## src/rtl/trace_logger_mc.sv

```systemverilog
// Trace logger between the Tracer stream and a dual-port trace buffer: stores and loads share
// the memory through RW_TURN_I, occupancy gates stores, and a trigger FSM counts post-trigger writes.
module trace_logger_mc #(
  parameter int WIDTH      = 32,
  parameter int DEPTH      = 64,
  parameter int DELAY_BITS = 4
) (
  input  logic                       CLK_I,
  input  logic                       RST_NI,
  input  logic                       CONF_TRG_MODE_I,
  input  logic [DELAY_BITS-1:0]      CONF_DELAY_I,
  input  logic                       CONF_CLEAR_I,
  input  logic                       TRG_EVENT_I,
  input  logic [$clog2(WIDTH)-1:0]   EVENT_POS_I,
  output logic                       TRG_DELAYED_O,
  output logic [$clog2(DEPTH)-1:0]   STAT_TRG_PTR_O,
  output logic [$clog2(WIDTH)-1:0]   STAT_EVENT_POS_O,
  output logic                       STAT_STOPPED_O,
  output logic [$clog2(DEPTH):0]     FILL_O,
  input  logic                       RW_TURN_I,
  output logic                       WRITE_O,
  output logic [$clog2(DEPTH)-1:0]   WRITE_PTR_O,
  output logic [WIDTH-1:0]           DMEM_O,
  output logic [$clog2(DEPTH)-1:0]   READ_PTR_O,
  input  logic [WIDTH-1:0]           DMEM_I,
  input  logic [WIDTH-1:0]           DATA_I,
  input  logic                       STORE_I,
  output logic                       STORE_PERM_O,
  output logic [WIDTH-1:0]           DATA_O,
  input  logic                       LOAD_REQUEST_I,
  output logic                       LOAD_GRANT_O
);

  localparam int AW = $clog2(DEPTH);
  localparam int PW = $clog2(WIDTH);
  localparam logic [AW:0] FULL = (AW+1)'(DEPTH);

  typedef enum logic [1:0] {ARMED, DELAY, STOPPED} state_t;

  state_t                state;
  logic [AW-1:0]         wptr;
  logic [AW-1:0]         rptr;
  logic [AW:0]           fill;
  logic                  store_pending;
  logic [WIDTH-1:0]      hold_data;
  logic                  load_pending;
  logic                  read_inflight;
  logic [DELAY_BITS-1:0] cnt;
  logic                  mode_q;
  logic                  trg_delayed;
  logic [AW-1:0]         trg_ptr;
  logic [PW-1:0]         event_pos;

  logic commit;
  logic issue;
  logic store_perm;
  logic accept;

  // The holding word is written in the first write slot; a read is issued only
  // when nothing is already waiting for its data.
  assign commit     = store_pending && !RW_TURN_I;
  assign issue      = RW_TURN_I && load_pending && (fill != '0) && !read_inflight;
  assign store_perm = !store_pending && ((fill + (AW+1)'(store_pending)) < FULL) &&
                      (state != STOPPED);
  assign accept     = STORE_I && store_perm;

  assign STORE_PERM_O     = store_perm;
  assign WRITE_O          = commit;
  assign WRITE_PTR_O      = wptr;
  assign DMEM_O           = hold_data;
  assign READ_PTR_O       = rptr;
  assign LOAD_GRANT_O     = read_inflight;
  assign DATA_O           = read_inflight ? DMEM_I : '0;
  assign FILL_O           = fill;
  assign TRG_DELAYED_O    = trg_delayed;
  assign STAT_TRG_PTR_O   = trg_ptr;
  assign STAT_EVENT_POS_O = event_pos;
  assign STAT_STOPPED_O   = (state == STOPPED);

  always_ff @(posedge CLK_I or negedge RST_NI) begin
    if (!RST_NI) begin
      state         <= ARMED;
      wptr          <= '0;
      rptr          <= '0;
      fill          <= '0;
      store_pending <= 1'b0;
      hold_data     <= '0;
      load_pending  <= 1'b0;
      read_inflight <= 1'b0;
      cnt           <= '0;
      mode_q        <= 1'b0;
      trg_delayed   <= 1'b0;
      trg_ptr       <= '0;
      event_pos     <= '0;
    end else if (CONF_CLEAR_I) begin
      state         <= ARMED;
      wptr          <= '0;
      rptr          <= '0;
      fill          <= '0;
      store_pending <= 1'b0;
      load_pending  <= 1'b0;
      read_inflight <= 1'b0;
      cnt           <= '0;
      mode_q        <= 1'b0;
      trg_delayed   <= 1'b0;
      trg_ptr       <= '0;
      event_pos     <= '0;
    end else begin
      if (accept) begin
        store_pending <= 1'b1;
        hold_data     <= DATA_I;
      end else if (commit) begin
        store_pending <= 1'b0;
      end

      if (commit) wptr <= wptr + AW'(1);
      if (read_inflight) rptr <= rptr + AW'(1);

      case ({commit, read_inflight})
        2'b10:   fill <= fill + (AW+1)'(1);
        2'b01:   fill <= fill - (AW+1)'(1);
        default: fill <= fill;
      endcase

      load_pending  <= read_inflight ? 1'b0 : (load_pending || LOAD_REQUEST_I);
      read_inflight <= issue;

      // The delayed trigger is sticky only while stopped; elsewhere it is a pulse.
      trg_delayed <= trg_delayed && (state == STOPPED);

      case (state)
        ARMED: begin
          if (TRG_EVENT_I) begin
            trg_ptr   <= commit ? (wptr + AW'(1)) : wptr;
            event_pos <= EVENT_POS_I;
            cnt       <= CONF_DELAY_I;
            mode_q    <= CONF_TRG_MODE_I;
            if (CONF_DELAY_I == '0) begin
              trg_delayed <= 1'b1;
              state       <= CONF_TRG_MODE_I ? ARMED : STOPPED;
            end else begin
              state <= DELAY;
            end
          end
        end
        DELAY: begin
          if (commit) begin
            cnt <= cnt - DELAY_BITS'(1);
            if (cnt == DELAY_BITS'(1)) begin
              trg_delayed <= 1'b1;
              state       <= mode_q ? ARMED : STOPPED;
            end
          end
        end
        STOPPED: state <= STOPPED;
        default: state <= ARMED;
      endcase
    end
  end

endmodule

```

## config.mk

```make
export PLATFORM = sky130hd
export DESIGN_NAME = trace_logger_mc
export DESIGN_NICKNAME = d
export VERILOG_FILES = /design/src/rtl/trace_logger_mc.sv
export SDC_FILE = /design/constraint.sdc
export NUM_CORES = 1
export LEC_CHECK = 0
export BUFFER_PORTS_ARGS = -buffer_cell sky130_fd_sc_hd__buf_4
export CORE_ASPECT_RATIO = 1.1
export CORE_UTILIZATION = 40
export DETAILED_ROUTE_END_ITERATION = 8
export MAX_ROUTING_LAYER = met4
export PLACE_DENSITY = 0.72
export SLEW_MARGIN = 20
export SYNTH_ARGS = -nofsm -noshare
export SYNTH_HDL_FRONTEND = slang
export SYNTH_SLANG_ARGS = --single-unit
```

## constraint.sdc

```tcl
create_clock -name CLK_I -period 2 [get_ports CLK_I]
set_clock_uncertainty 0.15 [all_clocks]
set_input_delay 0 -clock CLK_I [delete_from_list [all_inputs] [get_ports CLK_I]]
set_output_delay 0 -clock CLK_I [all_outputs]
set_load 0.05 [all_outputs]
```

# ---- After elaboration in Yosys (flattened, before gate mapping)
# Index checks and enable logic that the tools add are counted.
dict set report classes {
  add_sub_neg 6
  n_lt_le_gt_ge 1
  eq_ne 9
  n_mux 40
  bitwise 1
  n_reduce_logical 25
}
# op n
set op_table {}
lappend op_table {{6-bit two-way mux} 7}
lappend op_table {{32-bit two-way mux} 1}
lappend op_table {{5-bit two-way mux} 3}
lappend op_table {{1-bit two-way mux} 14}
lappend op_table {{2-bit two-way mux} 7}
lappend op_table {{7-bit one-hot mux with 2 select lines} 1}
lappend op_table {{6-bit by 1-bit adder with 6-bit output (second input constant)} 2}
lappend op_table {{4-bit two-way mux} 3}
lappend op_table {{3-bit != test (second input constant)} 3}
lappend op_table {{3-bit nonzero test} 3}
lappend op_table {{1-bit logical AND} 8}
lappend op_table {{4-bit one-hot mux with 2 select lines} 1}
lappend op_table {{7-bit by 1-bit adder with 7-bit output} 1}
lappend op_table {{7-bit by 1-bit adder with 7-bit output (second input constant)} 1}
lappend op_table {{7-bit less-than comparator (second input constant)} 1}
lappend op_table {{7-bit two-way mux} 1}
lappend op_table {{7-bit nonzero test} 1}
lappend op_table {{7-bit by 1-bit subtractor with 7-bit output (second input constant)} 1}
lappend op_table {{2-bit one-hot mux with 3 select lines} 1}
lappend op_table {{3-bit AND reduction} 2}
lappend op_table {{2-bit nonzero test} 3}
lappend op_table {{2-bit by 1-bit == test with 1-bit output (second input constant)} 2}
lappend op_table {{2-bit == test (second input constant)} 2}
lappend op_table {{4-bit by 1-bit == test with 1-bit output (second input constant)} 1}
lappend op_table {{other kinds (9)} 12}
dict set report word_totals {
  reg_bits 73
  in_bits 81
  output_inout_bits 99
  elab_cells 95
}

# ---- Logic depth before layout (Yosys ltp)
# Gate-level depths: netlist of run 1.
dict set report depth {
  word_depth 7
  depth_mapped 9
  mapped_depth_nobuf 8
}

# ---- Worst setup path before layout of run 1
# Ideal clock, no wire load.
dict set report synth_path {
  path_type {flip-flop to flip-flop}
  start {register read_inflight, in the netlist LOAD_GRANT_O}
  end {register fill[6], in the netlist FILL_O[6]}
  setup_ns 0.137
  arrival_time_ns 2.140
  required_time_ns 1.713
  path_slack_ns -0.427
  stages_incl_launch_ff 9
  period_less_slack_ns 2.427
  cell_sequence {dfrtp_1 buf_2 nand2_1 xnor2_1 ha_1 nor4_1 nand2b_1 a211oi_1 o22ai_1}
}
dict set report synth_via {
  elab_chain_cells 3
}
# element line_no
set synth_lines {}
lappend synth_lines {{start, declared} 47} ;# logic read_inflight;
lappend synth_lines {{start signal, assigned} 126} ;# read_inflight <= issue;
lappend synth_lines {{2-bit by 1-bit == test with 1-bit output / 2-bit == test (equally long branches)} 119} ;# case ({commit, read_inflight})
lappend synth_lines {{7-bit one-hot mux with 2 select lines} 119}
lappend synth_lines {{7-bit two-way mux} 95} ;# end else if (CONF_CLEAR_I) begin
lappend synth_lines {{end signal, assigned} 120} ;# 2'b10: fill <= fill + (AW+1)'(1);
lappend synth_lines {{end signal, assigned} 121} ;# 2'b01: fill <= fill - (AW+1)'(1);
lappend synth_lines {{end signal, assigned} 122} ;# default: fill <= fill;
lappend synth_lines {{end, declared} 43} ;# logic [AW:0] fill;
# Several ways; a longest one is shown, not always the timed one.
# A chain may end at the register's enable or synchronous reset.

# ---- Worst setup path in the final report of run 1
dict set report layout_path {
  start {input port RW_TURN_I}
  end {register fill[4], in the netlist FILL_O[4]}
}
dict set report layout_via {
  elab_chain_cells 5
}
# element line_no
set layout_lines {}
lappend layout_lines {{start, declared} 20} ;# input logic RW_TURN_I,
lappend layout_lines {{1-bit zero test (*)} 61} ;# assign commit = store_pending && !RW_TURN_I;
lappend layout_lines {{1-bit logical AND (*)} 61}
lappend layout_lines {{2-bit by 1-bit == test with 1-bit output / 2-bit == test (equally long branches)} 119}
lappend layout_lines {{7-bit one-hot mux with 2 select lines} 119}
lappend layout_lines {{7-bit two-way mux} 95}
# Every way passes the cells marked *; elsewhere a longest branch is shown, timed or not.

==> PnR_summary.wiki, run 1 <==
{| class="wikitable"
! Metric !! Value
|-
| Nature of the critical path endpoint || flop
|-
| IO Port Bufs || 179
|-
| Post-synthesis share of cell area spent on full adders, half adders and majority gates || 2.04%
|-
| Multiplexer fraction of the synthesized cell area || 13.3%
|-
| Avg Inst Size Synth || 11.1 sq um
|-
| Count of pins on the block boundary || 180
|-
| Tcrit/Tclk final || 91.7%
|-
| FF/Latch Area || 1830 sq um
|-
| Drc violations || 0
|-
| Final hold slack || 34.1 ps
|-
| Total global routing track utilization || 22.7%
|-
| Delay contributed by the slowest stage of the critical path || 530 ps
|-
| Multi-input gate area in the final layout || 1780 sq um
|-
| Ys Warns || 0
|-
| Static Leakage || 0.00297 uW
|-
| Filler instances || 686
|-
| # rows || 36
|-
| Root buffer selected by CTS || sky130_fd_sc_hd__clkbuf_8
|-
| Leading post-synthesis cells by cell area || sky130_fd_sc_hd__dfrtp_1 (50%), sky130_fd_sc_hd__mux2_4 (12%), sky130_fd_sc_hd__and2_1 (5.6%)
|-
| Run status || complete, no violations
|-
| Count of distinct cell types in the synthesized netlist || 50
|-
| Clock Sink Count || 73
|-
| Layout cell share with drive strength beyond 1 || 44.4%
|-
| Switching Fraction || 36.5%
|-
| NumNets Final || 649
|-
| Area of the core region || 8920 sq um
|-
| Data required time at the worst endpoint || 2120 ps
|-
| Die X || 93.5 um
|-
| Setup violators final || 0
|-
| Dominant register cell in the synthesized netlist || sky130_fd_sc_hd__dfrtp_1
|-
| Max-Slew Margin vs Limit || 61.8%
|-
| Setup repair after global routing missed its margin || no
|-
| Compound-cell area share of the yosys netlist || 8.97%
|-
| Switch Pwr || 1640 uW
|-
| Number of synthesized register bits || 73
|-
| Global-route wire length before repair || 16,200 um
|-
| Portion of total power attributed to the clock network || 26.3%
|-
| Number of antenna violations at the first check in global routing || 0
|-
| Synthesis-to-layout area growth || 60.1%
|-
| Final critical-path required period || 1830 ps
|-
| Cell-by-cell trace of the critical path || dlygate4sd3_1, buf_4, nand2b_4, nand2_4, xnor2_1, ha_2, nor4bb_4, nand2_1, a21o_1, a21oi_1
|-
| Worst skew pair latency || 350 ps
|-
| Startpoint kind of the worst setup timing path || input port
|-
| Post-synth net total || 419
|-
| Largest area contributor in the netlist || sky130_fd_sc_hd__dfrtp_1
|-
| Worst setup path class || in -> reg
|-
| Commonest non-fill, non-tap cell in the layout || sky130_fd_sc_hd__buf_4
|-
| Initial cell density of the core || 41.3%
|-
| Largest delay contributor family on the critical path || buffers and inverters
|-
| Worst Path Arrival || 1950 ps
|-
| Weighted congestion reported at the end of routability-driven placement || 0.812
|-
| Inserted Clock Buffers || 9
|-
| Cell count after synthesis || 332
|-
| Largest net degree at the start of global routing || 46
|-
| Area fraction of the dominant cell type after synthesis || 49.6%
|-
| Transition at the pin with the smallest max-transition slack || 573 ps
|-
| Core occupancy in the finished layout || 66.1%
|-
| Worst supply voltage drop on vdd || 0.000318 V
|-
| Detailed Route WL || 10,500 um
|-
| Vias after detailed routing || 3,401
|-
| Post-synthesis share of cell area spent on and, or, nand and nor gates || 19.7%
|-
| 1st-pass router iterations || 4
|-
| Power consumption || 4510 uW
|-
| Diodes inserted || 0
|-
| Grt total ovfl || 0
|-
| Post-route antenna net violation count || 0
|-
| Sequential group share of total power || 39.1%
|-
| Number of enable flip-flop cells after synthesis || 0
|-
| Highest clock rate || 545 MHz
|-
| Max-cap violation count || 0
|-
| Final cell area excluding filler cells || 5890 sq um
|-
| Cell area after technology mapping || 3680 sq um
|-
| Clock slew at reported path FFs || 80 ps
|-
| Worst Path Buf+Inv || 2
|-
| TritonCTS clock tree || done
|-
| Die Height || 103 um
|-
| Clock H-tree levels || 3
|-
| Wire per inst || 15.3 um
|-
| Max FO, Critical Path || 7
|-
| CP max-delay cell || sky130_fd_sc_hd__dlygate4sd3_1
|-
| Share of power burned in combinational logic || 34.6%
|-
| Post-DP Area || 5210 sq um
|-
| Internal Pwr Total || 2860 uW
|-
| Combinational family with the most area after synthesis || simple AND/OR/NAND/NOR gates
|-
| Number of DRC markers in iteration 0 || 97
|-
| Total setup buffers inserted after CTS || 0
|-
| Vias in the first global route || 3,329
|-
| Register area share after synthesis || 49.6%
|-
| Pins over their slew limit || 0
|-
| Proportion of synthesized flip-flops having asynchronous set or reset || 100%
|-
| Placed wire-length estimate || 6850 um
|-
| Vias/cell || 4.99
|-
| Die area || 9590 sq um
|-
| Worst min-delay path category || in -> reg
|-
| PwrDens || 765 nW/um^2
|-
| Number of hold-slack violations in the final timing report || 0
|-
| Most used cells in the layout excluding fill and tap cells || sky130_fd_sc_hd__buf_4 (189), sky130_fd_sc_hd__dfrtp_1 (70), sky130_fd_sc_hd__dlygate4sd3_1 (47)
|-
| Worst R2R Setup Slack || 180 ps
|-
| Clock tree buffer depth || 2
|-
| Post-Synth XOR/XNOR Area || 2.82%
|}
==> per-stage QoR <==
stage / setup TNS [ps] / cells / setup slack (ps)
CTS: 0 / 681 / 113
finish: 0 / 681 / 166
detailed placement: 0 / 618 / 148
floorplan: -1100 / 332 / -38.9
global route: 0 / 681 / 15.5
global placement: 0 / 618 / 190
==> Yosys cell counts, drive strengths merged, types with 2 or more instances <==
| cell type | count |
|---|---|
| xor2 | 7 |
| nor2b | 2 |
| nand2b | 4 |
| nand3b | 3 |
| nor2 | 21 |
| o21ai | 7 |
| ha | 6 |
| xnor2 | 4 |
| o31ai | 3 |
| mux2i | 2 |
| nor3b | 3 |
| nand4 | 5 |
| dfrtp | 73 |
| and3 | 5 |
| a21oi | 20 |
| and2 | 33 |
| buf | 9 |
| or4 | 4 |
| nand2 | 24 |
| a21o | 6 |
| nor3 | 7 |
| a31o | 2 |
| clkbuf | 9 |
| nand3 | 9 |
| a31oi | 4 |
| inv | 7 |
| o32ai | 2 |
| or3 | 3 |
| nor4 | 4 |
| mux2 | 32 |
==> worst register-to-register path, stage by stage (launching register included) <==
cell and delay (ps):
sky130_fd_sc_hd__dfrtp_1 410, sky130_fd_sc_hd__nand2b_4 90, sky130_fd_sc_hd__nand2_4 60, sky130_fd_sc_hd__xnor2_1 130, sky130_fd_sc_hd__ha_2 210, sky130_fd_sc_hd__nor4_4 260
sky130_fd_sc_hd__nand2b_1 90, sky130_fd_sc_hd__a211oi_1 200, sky130_fd_sc_hd__o22ai_1 90
==> power by group through the flow <==
stage          registers (uW)  clock network (uW)  logic [uW]
3_3_place_gp             1760                   0        1460
6_report                 1760                1190        1560
4_1_cts                  1750                1210        1550
3_5_place_dp             1780                   0        1470
5_1_grt                  1780                1280        1640
2_1_floorplan            2290                   0         439
==> sequential cells by signal, summed over array words and instances, names as in the netlist <==
name / flops
DMEM_O: 32
FILL_O: 7
LOAD_GRANT_O: 1
READ_PTR_O: 6
STAT_EVENT_POS_O: 5
STAT_TRG_PTR_O: 6
TRG_DELAYED_O: 1
WRITE_PTR_O: 6
cnt: 4
load_pending: 1
mode_q: 1
state: 2
store_pending: 1
==> per-layer routing <==
layer  vias up  GRT usage, %  routed length (um)
li1       1630             -                   -
met1      1597          26.2                4260
met2       164          39.8                5250
met3        10          5.16                 836
met4         0          6.51                  99
met5         -             -                   0
==> final timing paths <==
path	end	cells after the start	from
setup / recovery	FILL_O[4]$_DFFE_PN0P_	10	RW_TURN_I
hold / removal	store_pending$_DFFE_PN0P_	4	STORE_I
setup reg to reg	FILL_O[6]$_DFFE_PN0P_	8	store_pending$_DFFE_PN0P_
hold reg to reg	DMEM_O[4]$_DFFE_PN0P_	1	DMEM_O[4]$_DFFE_PN0P_
max in group asynchronous	LOAD_GRANT_O$_DFF_PN0_	3	RST_NI
min in group asynchronous	DMEM_O[12]$_DFFE_PN0P_	2	RST_NI
==> kinds of logic (layout without fill, tap and decap cells) <==
group                      count (synthesis)  count (layout)
muxes                                     34              34
AOI/OAI and AO/OA                         52              52
DFF                                       73              73
adders and majority gates                  6               6
buffers and inverters                     26             261
xor gates and xnor gates                  11              11
and+or+nand+nor                          130             130
==> what timing repair did <==
item                                    4_1_cts  5_1_grt
endpoints found under the hold margin       105        0
endpoints found under the setup margin        0        2
hold buffers                                 47        0
gates resized for setup                       0        1
==> area by class of cell <==
| type | instances | share of cell area, % |
|---|---|---|
| clock buffers | 9 | 2.10 |
| clock inverters | 7 | 1.36 |
| inverters | 8 | 0.510 |
| multi-input cells | 233 | 30.1 |
| flip-flops and latches | 73 | 31.1 |
| well taps | 114 | 2.42 |
| repair buffers | 237 | 32.4 |
(Power assumes the default switching activity.)
==> inputs of run 2 (changes only) <==
--- a/config.mk
+++ b/config.mk
@@ -11,6 +11,7 @@
 export DETAILED_ROUTE_END_ITERATION = 8
 export MAX_ROUTING_LAYER = met4
 export PLACE_DENSITY = 0.72
+export REMOVE_ABC_BUFFERS = 1
 export SLEW_MARGIN = 20
 export SYNTH_ARGS = -nofsm -noshare
 export SYNTH_HDL_FRONTEND = slang
==> PnR_summary.wiki, run 2 (same netlist as run 1, synthesis figures left out) <==
{| class="wikitable"
! Metric !! Value
|-
| Run status || complete, no violations
|-
| Worst supply voltage drop on vdd || 0.000497 V (+56%)
|-
| Diodes inserted || 0 (unchanged)
|-
| Die Height || 103 um (unchanged)
|-
| Final cell area excluding filler cells || 5920 sq um (+0.40%)
|-
| Number of DRC markers in iteration 0 || 162 (+67%)
|-
| Synthesis-to-layout area growth || 60.7%
|-
| PwrDens || 757 nW/um^2 (-1.0%)
|-
| Setup repair after global routing missed its margin || no
|-
| Die X || 93.5 um (unchanged)
|-
| Root buffer selected by CTS || sky130_fd_sc_hd__clkbuf_8
|-
| Launching instance or port of the critical path || RW_TURN_I
|-
| Worst setup path class || in -> reg
|-
| Clock H-tree levels || 3 (unchanged)
|-
| Inserted Clock Buffers || 9 (unchanged)
|-
| Layout cell share with drive strength beyond 1 || 43.4% (-1.0 points)
|-
| Die area || 9590 sq um (unchanged)
|-
| Clock tree buffer depth || 2 (unchanged)
|-
| Vias in the first global route || 3,330 (+0.030%)
|-
| IO Port Bufs || 179 (unchanged)
|-
| Largest net degree at the start of global routing || 52 (+13%)
|-
| Static Leakage || 0.00298 uW (+0.25%)
|-
| Post-route antenna net violation count || 0 (unchanged)
|-
| 1st-pass router iterations || 4 (unchanged)
|-
| Data required time at the worst endpoint || 2080 ps (-40 ps)
|-
| Max-cap violation count || 0 (unchanged)
|-
| Transition at the pin with the smallest max-transition slack || 659 ps (+85.4 ps)
|-
| Final critical-path required period || 1890 ps (+55.4 ps)
|-
| Clock Sink Count || 73 (unchanged)
|-
| Setup TNS || 0 ps (unchanged)
|-
| Grt total ovfl || 0 (unchanged)
|-
| Weighted congestion reported at the end of routability-driven placement || 0.878 (+8.1%)
|-
| Max FFs per register || 32 (unchanged)
|-
| Nature of the critical path endpoint || flop
|-
| Met3 Usage GRT || 4.87% (-0.29 points)
|-
| Pins over their slew limit || 0 (unchanged)
|-
| Total global routing track utilization || 22.7% (-0.093 points)
|-
| NumNets Final || 651 (+0.31%)
|-
| Most used routing layer || met2
|-
| Vias after detailed routing || 3,445 (+1.3%)
|-
| Worst R2R Path Depth || 5 (-3)
|-
| Number of hold-slack violations in the final timing report || 0 (unchanged)
|-
| Endpoint of the worst register-to-register path || DMEM_O[1]$_DFFE_PN0P_
|-
| Max FO, Critical Path || 7 (unchanged)
|-
| Placed wire-length estimate || 6960 um (+1.6%)
|-
| Crit path capture || FILL_O[6]$_DFFE_PN0P_
|-
| Number of antenna violations at the first check in global routing || 0 (unchanged)
|-
| Startpoint kind of the worst setup timing path || input port
|-
| Setup violators final || 0 (unchanged)
|-
| Vias/cell || 5.04 (+1.0%)
|-
| Most used cells in the layout excluding fill and tap cells || sky130_fd_sc_hd__buf_4 (188), sky130_fd_sc_hd__dfrtp_1 (73), sky130_fd_sc_hd__dlygate4sd3_1 (48)
|-
| Wire per inst || 15.4 um (about the same)
|-
| Post-DP Area || 5170 sq um (-0.70%)
|-
| # rows || 36 (unchanged)
|-
| Core occupancy in the finished layout || 66.3% (+0.27 points)
|-
| Drc violations || 0 (unchanged)
|-
| Global-route track usage on met1 || 25.2% (-1.0 points)
|-
| Count of pins on the block boundary || 180 (unchanged)
|-
| Worst min-delay path category || in -> async
|-
| Met2 Usage GRT || 39.6% (-0.23 points)
|-
| Global-route wire length before repair || 16,100 um (-0.59%)
|-
| Max-Slew Margin vs Limit || 55.7% (-6.1 points)
|-
| Commonest non-fill, non-tap cell in the layout || sky130_fd_sc_hd__buf_4
|-
| TritonCTS clock tree || done
|-
| Total setup buffers inserted after CTS || 0 (unchanged)
|-
| Worst R2R Setup Slack || 170 ps (about the same)
|-
| Source of the worst register-to-register timing path || state[1]$_DFFE_PN0P_
|-
| Detailed Route WL || 10,500 um (+0.33%)
|-
| Area of the core region || 8920 sq um (unchanged)
|-
| Initial cell density of the core || 41.3% (unchanged)
|-
| Tcrit/Tclk final || 94.4% (+2.8 points)
|-
| Highest clock rate || 529 MHz (-2.9%)
|-
| Worst skew pair latency || 350 ps (about the same)
|-
| Clock slew at reported path FFs || 80 ps (about the same)
|-
| Worst Path Arrival || 1970 ps (+20 ps)
|}
run 2: where the power goes:
part / total [uW] / switching, uW / internal [uW]
combinational: 1570 / 924 / 644
sequential: 1760 / 119 / 1640
clock: 1150 / 544 / 608
total: 4480 / 1590 / 2890
run 2: per-stage QoR:
stage / cells / total power (uW) / worst slack (ps) / hold WS [ps]
after global placement: 618 / 3230 / 69.6 / -183
after detailed placement: 618 / 3250 / 29.7 / -171
final: 683 / 4480 / 111 / 9.03
after global routing: 683 / 4670 / 0.418 / 43.5
after CTS: 683 / 4490 / 4.42 / 5.83
after floorplan: 314 / 2700 / -912 / -446
run 2: how the worst min path moves through the flow:
stage	endpoint	slack (ps)
floorplan	DMEM_O[0]$_DFFE_PN0P_	-450
global placement	DMEM_O[29]$_DFFE_PN0P_	-180
detailed placement	DMEM_O[17]$_DFFE_PN0P_	-170
CTS	DMEM_O[17]$_DFFE_PN0P_	6
global route	DMEM_O[11]$_DFFE_PN0P_	40
finish	DMEM_O[17]$_DFFE_PN0P_	9
run 2: metal layers:
| layer | routed length (um) | vias up |
|---|---|---|
| li1 | - | 1627 |
| met1 | 4000 | 1638 |
| met2 | 5580 | 162 |
| met3 | 714 | 18 |
| met4 | 193 | 0 |
| met5 | 0 | - |
run 2: timing repair:
| item | in CTS | in global routing |
|---|---|---|
| hold buffers | 49 | 0 |
| endpoints found under the setup margin | 0 | 3 |
| endpoints found under the hold margin | 132 | 0 |
| resized for setup | 0 | 10 |
run 2: worst max-delay path: stages:
cell and delay, ps:
sky130_fd_sc_hd__dlygate4sd3_1 540, sky130_fd_sc_hd__buf_4 170, sky130_fd_sc_hd__nand2b_1 160, sky130_fd_sc_hd__nand2_1 100, sky130_fd_sc_hd__buf_4 120, sky130_fd_sc_hd__inv_1 60
sky130_fd_sc_hd__ha_4 300, sky130_fd_sc_hd__a41oi_2 130, sky130_fd_sc_hd__o311ai_1 290, sky130_fd_sc_hd__o22ai_1 100
run 2: area by class of cell:
cell class / count / area, sq um
clock buffer: 13 / 149
clock inverter: 3 / 40.0
fill: 705 / 3000
inverter: 8 / 30.0
multi-input combinational: 233 / 1780
sequential: 73 / 1830
tap: 114 / 143
timing repair buffer: 239 / 1950
==> inputs of run 3 (changes only) <==
--- a/config.mk
+++ b/config.mk
@@ -10,7 +10,7 @@
 export CORE_UTILIZATION = 40
 export DETAILED_ROUTE_END_ITERATION = 8
 export MAX_ROUTING_LAYER = met4
-export PLACE_DENSITY = 0.72
+export PLACE_DENSITY = 0.74
 export REMOVE_ABC_BUFFERS = 1
 export SLEW_MARGIN = 20
 export SYNTH_ARGS = -nofsm -noshare
==> PnR_summary.wiki, run 3 (same netlist as run 1, synthesis figures left out) <==
{| class="wikitable"
! Metric !! Value
|-
| Run status || complete, no violations
|-
| Die Height || 103 um (unchanged)
|-
| Final cell area excluding filler cells || 5920 sq um (about the same)
|-
| Setup violators final || 0 (unchanged)
|-
| Die area || 9590 sq um (unchanged)
|-
| Final critical-path required period || 1820 ps (-68.6 ps)
|-
| Clock H-tree levels || 3 (unchanged)
|-
| Inserted Clock Buffers || 9 (unchanged)
|-
| NumNets Final || 652 (+0.15%)
|-
| Root buffer selected by CTS || sky130_fd_sc_hd__clkbuf_8
|-
| Wire per inst || 15.0 um (-2.0%)
|-
| Startpoint kind of the worst setup timing path || flop
|-
| Source of the worst register-to-register timing path || store_pending$_DFFE_PN0P_
|-
| Diodes inserted || 0 (unchanged)
|-
| Worst supply voltage drop on vdd || 0.000611 V (+23%)
|-
| Die X || 93.5 um (unchanged)
|-
| Clock Sink Count || 73 (unchanged)
|-
| Static Leakage || 0.00298 uW (about the same)
|-
| Worst min-delay path category || in -> reg
|-
| Max FFs per register || 32 (unchanged)
|-
| Number of antenna violations at the first check in global routing || 0 (unchanged)
|-
| Final hold slack || 16.6 ps (+7.55 ps)
|-
| Total global routing track utilization || 22.1% (-0.55 points)
|-
| Drc violations || 0 (unchanged)
|-
| Placed wire-length estimate || 6940 um (-0.29%)
|-
| Weighted congestion reported at the end of routability-driven placement || 0.907 (+3.3%)
|-
| Endpoint of the worst register-to-register path || DMEM_O[20]$_DFFE_PN0P_
|-
| Worst R2R Setup Slack || 180 ps (about the same)
|-
| Commonest non-fill, non-tap cell in the layout || sky130_fd_sc_hd__buf_4
|-
| Worst Path Arrival || 1890 ps (-80 ps)
|-
| Crit path capture || DMEM_O[20]$_DFFE_PN0P_
|-
| PwrDens || 756 nW/um^2 (about the same)
|-
| Worst R2R Path Depth || 5 (unchanged)
|-
| Largest net degree at the start of global routing || 52 (unchanged)
|-
| Vias in the first global route || 3,274 (-1.7%)
|-
| Setup repair after global routing missed its margin || yes
|-
| Tcrit/Tclk final || 91.0% (-3.4 points)
|-
| # rows || 36 (unchanged)
|-
| Post-route antenna net violation count || 0 (unchanged)
|-
| Switch Pwr || 1620 uW (+1.8%)
|-
| Detailed Route WL || 10,300 um (-1.9%)
|-
| Number of hold-slack violations in the final timing report || 0 (unchanged)
|-
| Worst setup path class || reg -> reg
|-
| Worst skew pair latency || 340 ps (about the same)
|-
| Clock tree buffer depth || 2 (unchanged)
|-
| Layout cell share with drive strength beyond 1 || 43.9% (+0.45 points)
|-
| Pins over their slew limit || 0 (unchanged)
|-
| Internal Pwr Total || 2860 uW (-1.0%)
|-
| IO Port Bufs || 179 (unchanged)
|-
| Global-route wire length before repair || 15,700 um (-2.5%)
|-
| Setup TNS || 0 ps (unchanged)
|-
| Vias/cell || 5.02 (-0.38%)
|-
| Power consumption || 4480 uW (about the same)
|-
| Most used cells in the layout excluding fill and tap cells || sky130_fd_sc_hd__buf_4 (190), sky130_fd_sc_hd__dfrtp_1 (73), sky130_fd_sc_hd__dlygate4sd3_1 (47)
|-
| Synthesis-to-layout area growth || 60.8% (about the same)
|-
| TritonCTS clock tree || done
|-
| Post-DP Area || 5210 sq um (+0.68%)
|-
| Area of the core region || 8920 sq um (unchanged)
|-
| Total setup buffers inserted after CTS || 0 (unchanged)
|-
| Nature of the critical path endpoint || flop
|-
| Highest clock rate || 549 MHz (+3.8%)
|-
| Switching Fraction || 36.1% (+0.64 points)
|-
| Portion of total power attributed to the clock network || 25.8% (about the same)
|-
| Data required time at the worst endpoint || 2070 ps (about the same)
|-
| Number of DRC markers in iteration 0 || 185 (+14%)
|-
| Initial cell density of the core || 41.3% (unchanged)
|-
| Transition at the pin with the smallest max-transition slack || 547 ps (-112 ps)
|-
| 1st-pass router iterations || 4 (unchanged)
|-
| Count of pins on the block boundary || 180 (unchanged)
|-
| Sequential group share of total power || 39.3% (about the same)
|-
| Share of power burned in combinational logic || 34.9% (about the same)
|-
| Clock slew at reported path FFs || 80 ps (about the same)
|-
| Max-cap violation count || 0 (unchanged)
|-
| Vias after detailed routing || 3,437 (-0.23%)
|-
| Launching instance or port of the critical path || store_pending$_DFFE_PN0P_
|-
| Max FO, Critical Path || 19 (+12)
|-
| Max-Slew Margin vs Limit || 63.2% (+7.5 points)
|-
| Grt total ovfl || 0 (unchanged)
|}
==> run 3: timing repair <==
action / 4_1_cts / 5_1_grt
pin swaps: 0 / 3
endpoints found under the hold margin: 125 / 0
hold buffers: 47 / 0
setup endpoints to repair: 2 / 3
gates resized for setup: 1 / 6
==> run 3: layout make-up <==
type	count	area (sq um)
clock buffers	10	128
inverters	8	30.0
clock inverters	6	67.6
flip-flops and latches	73	1830
well taps	114	143
fillers	652	3000
multi-input cells	233	1770
repair buffers	240	1960
==> run 3: how the worst min path moves through the flow <==
stage                    from                  endpoint  slack, ps  cells past startpoint
floorplan              RST_NI     DMEM_O[0]$_DFFE_PN0P_       -450                      0
global placement       RST_NI     DMEM_O[2]$_DFFE_PN0P_       -150                      1
detailed placement     RST_NI     DMEM_O[1]$_DFFE_PN0P_       -140                      1
CTS                 RW_TURN_I  WRITE_PTR_O[2]$_DFF_PN0_        0.4                      4
global route          STORE_I    DMEM_O[15]$_DFFE_PN0P_         10                      3
finish              RW_TURN_I  WRITE_PTR_O[2]$_DFF_PN0_         20                      4
==> run 3: metrics by stage <==
step | setup WS, ps | instances | utilization [%]
floorplan | -912 | 314 | -
detailed placement | -18.7 | 621 | 58.4
global placement | 89.1 | 621 | 58.4
finish | 180 | 684 | 66.4
global route | -2.70 | 684 | 66.4
CTS | 44.4 | 684 | 66.0
==> run 3: metal layers <==
layer  vias up  part of all wire (%)  global-route usage, %
li1       1634                     -                      -
met1      1626                    39                   24.5
met2       160                    53                   39.4
met3        17                   7.0                   4.13
met4         0                   1.9                   8.76
met5         -                     0                      -
==> run 3: power groups by stage <==
stage               clock (uW)  combinational [uW]  sequential (uW)
global route              1260                1650             1780
CTS                       1190                1560             1750
floorplan                    0                 405             2300
detailed placement           0                1480             1770
finish                    1160                1560             1760
global placement             0                1460             1770
==> run 3: worst max-delay path, stage by stage (launching register included) <==
cell                      delay, ps
sky130_fd_sc_hd__dfrtp_1        380
sky130_fd_sc_hd__buf_4          160
sky130_fd_sc_hd__nor3_4         240
sky130_fd_sc_hd__nand3_4        210
sky130_fd_sc_hd__buf_12         240
sky130_fd_sc_hd__mux2_4         300
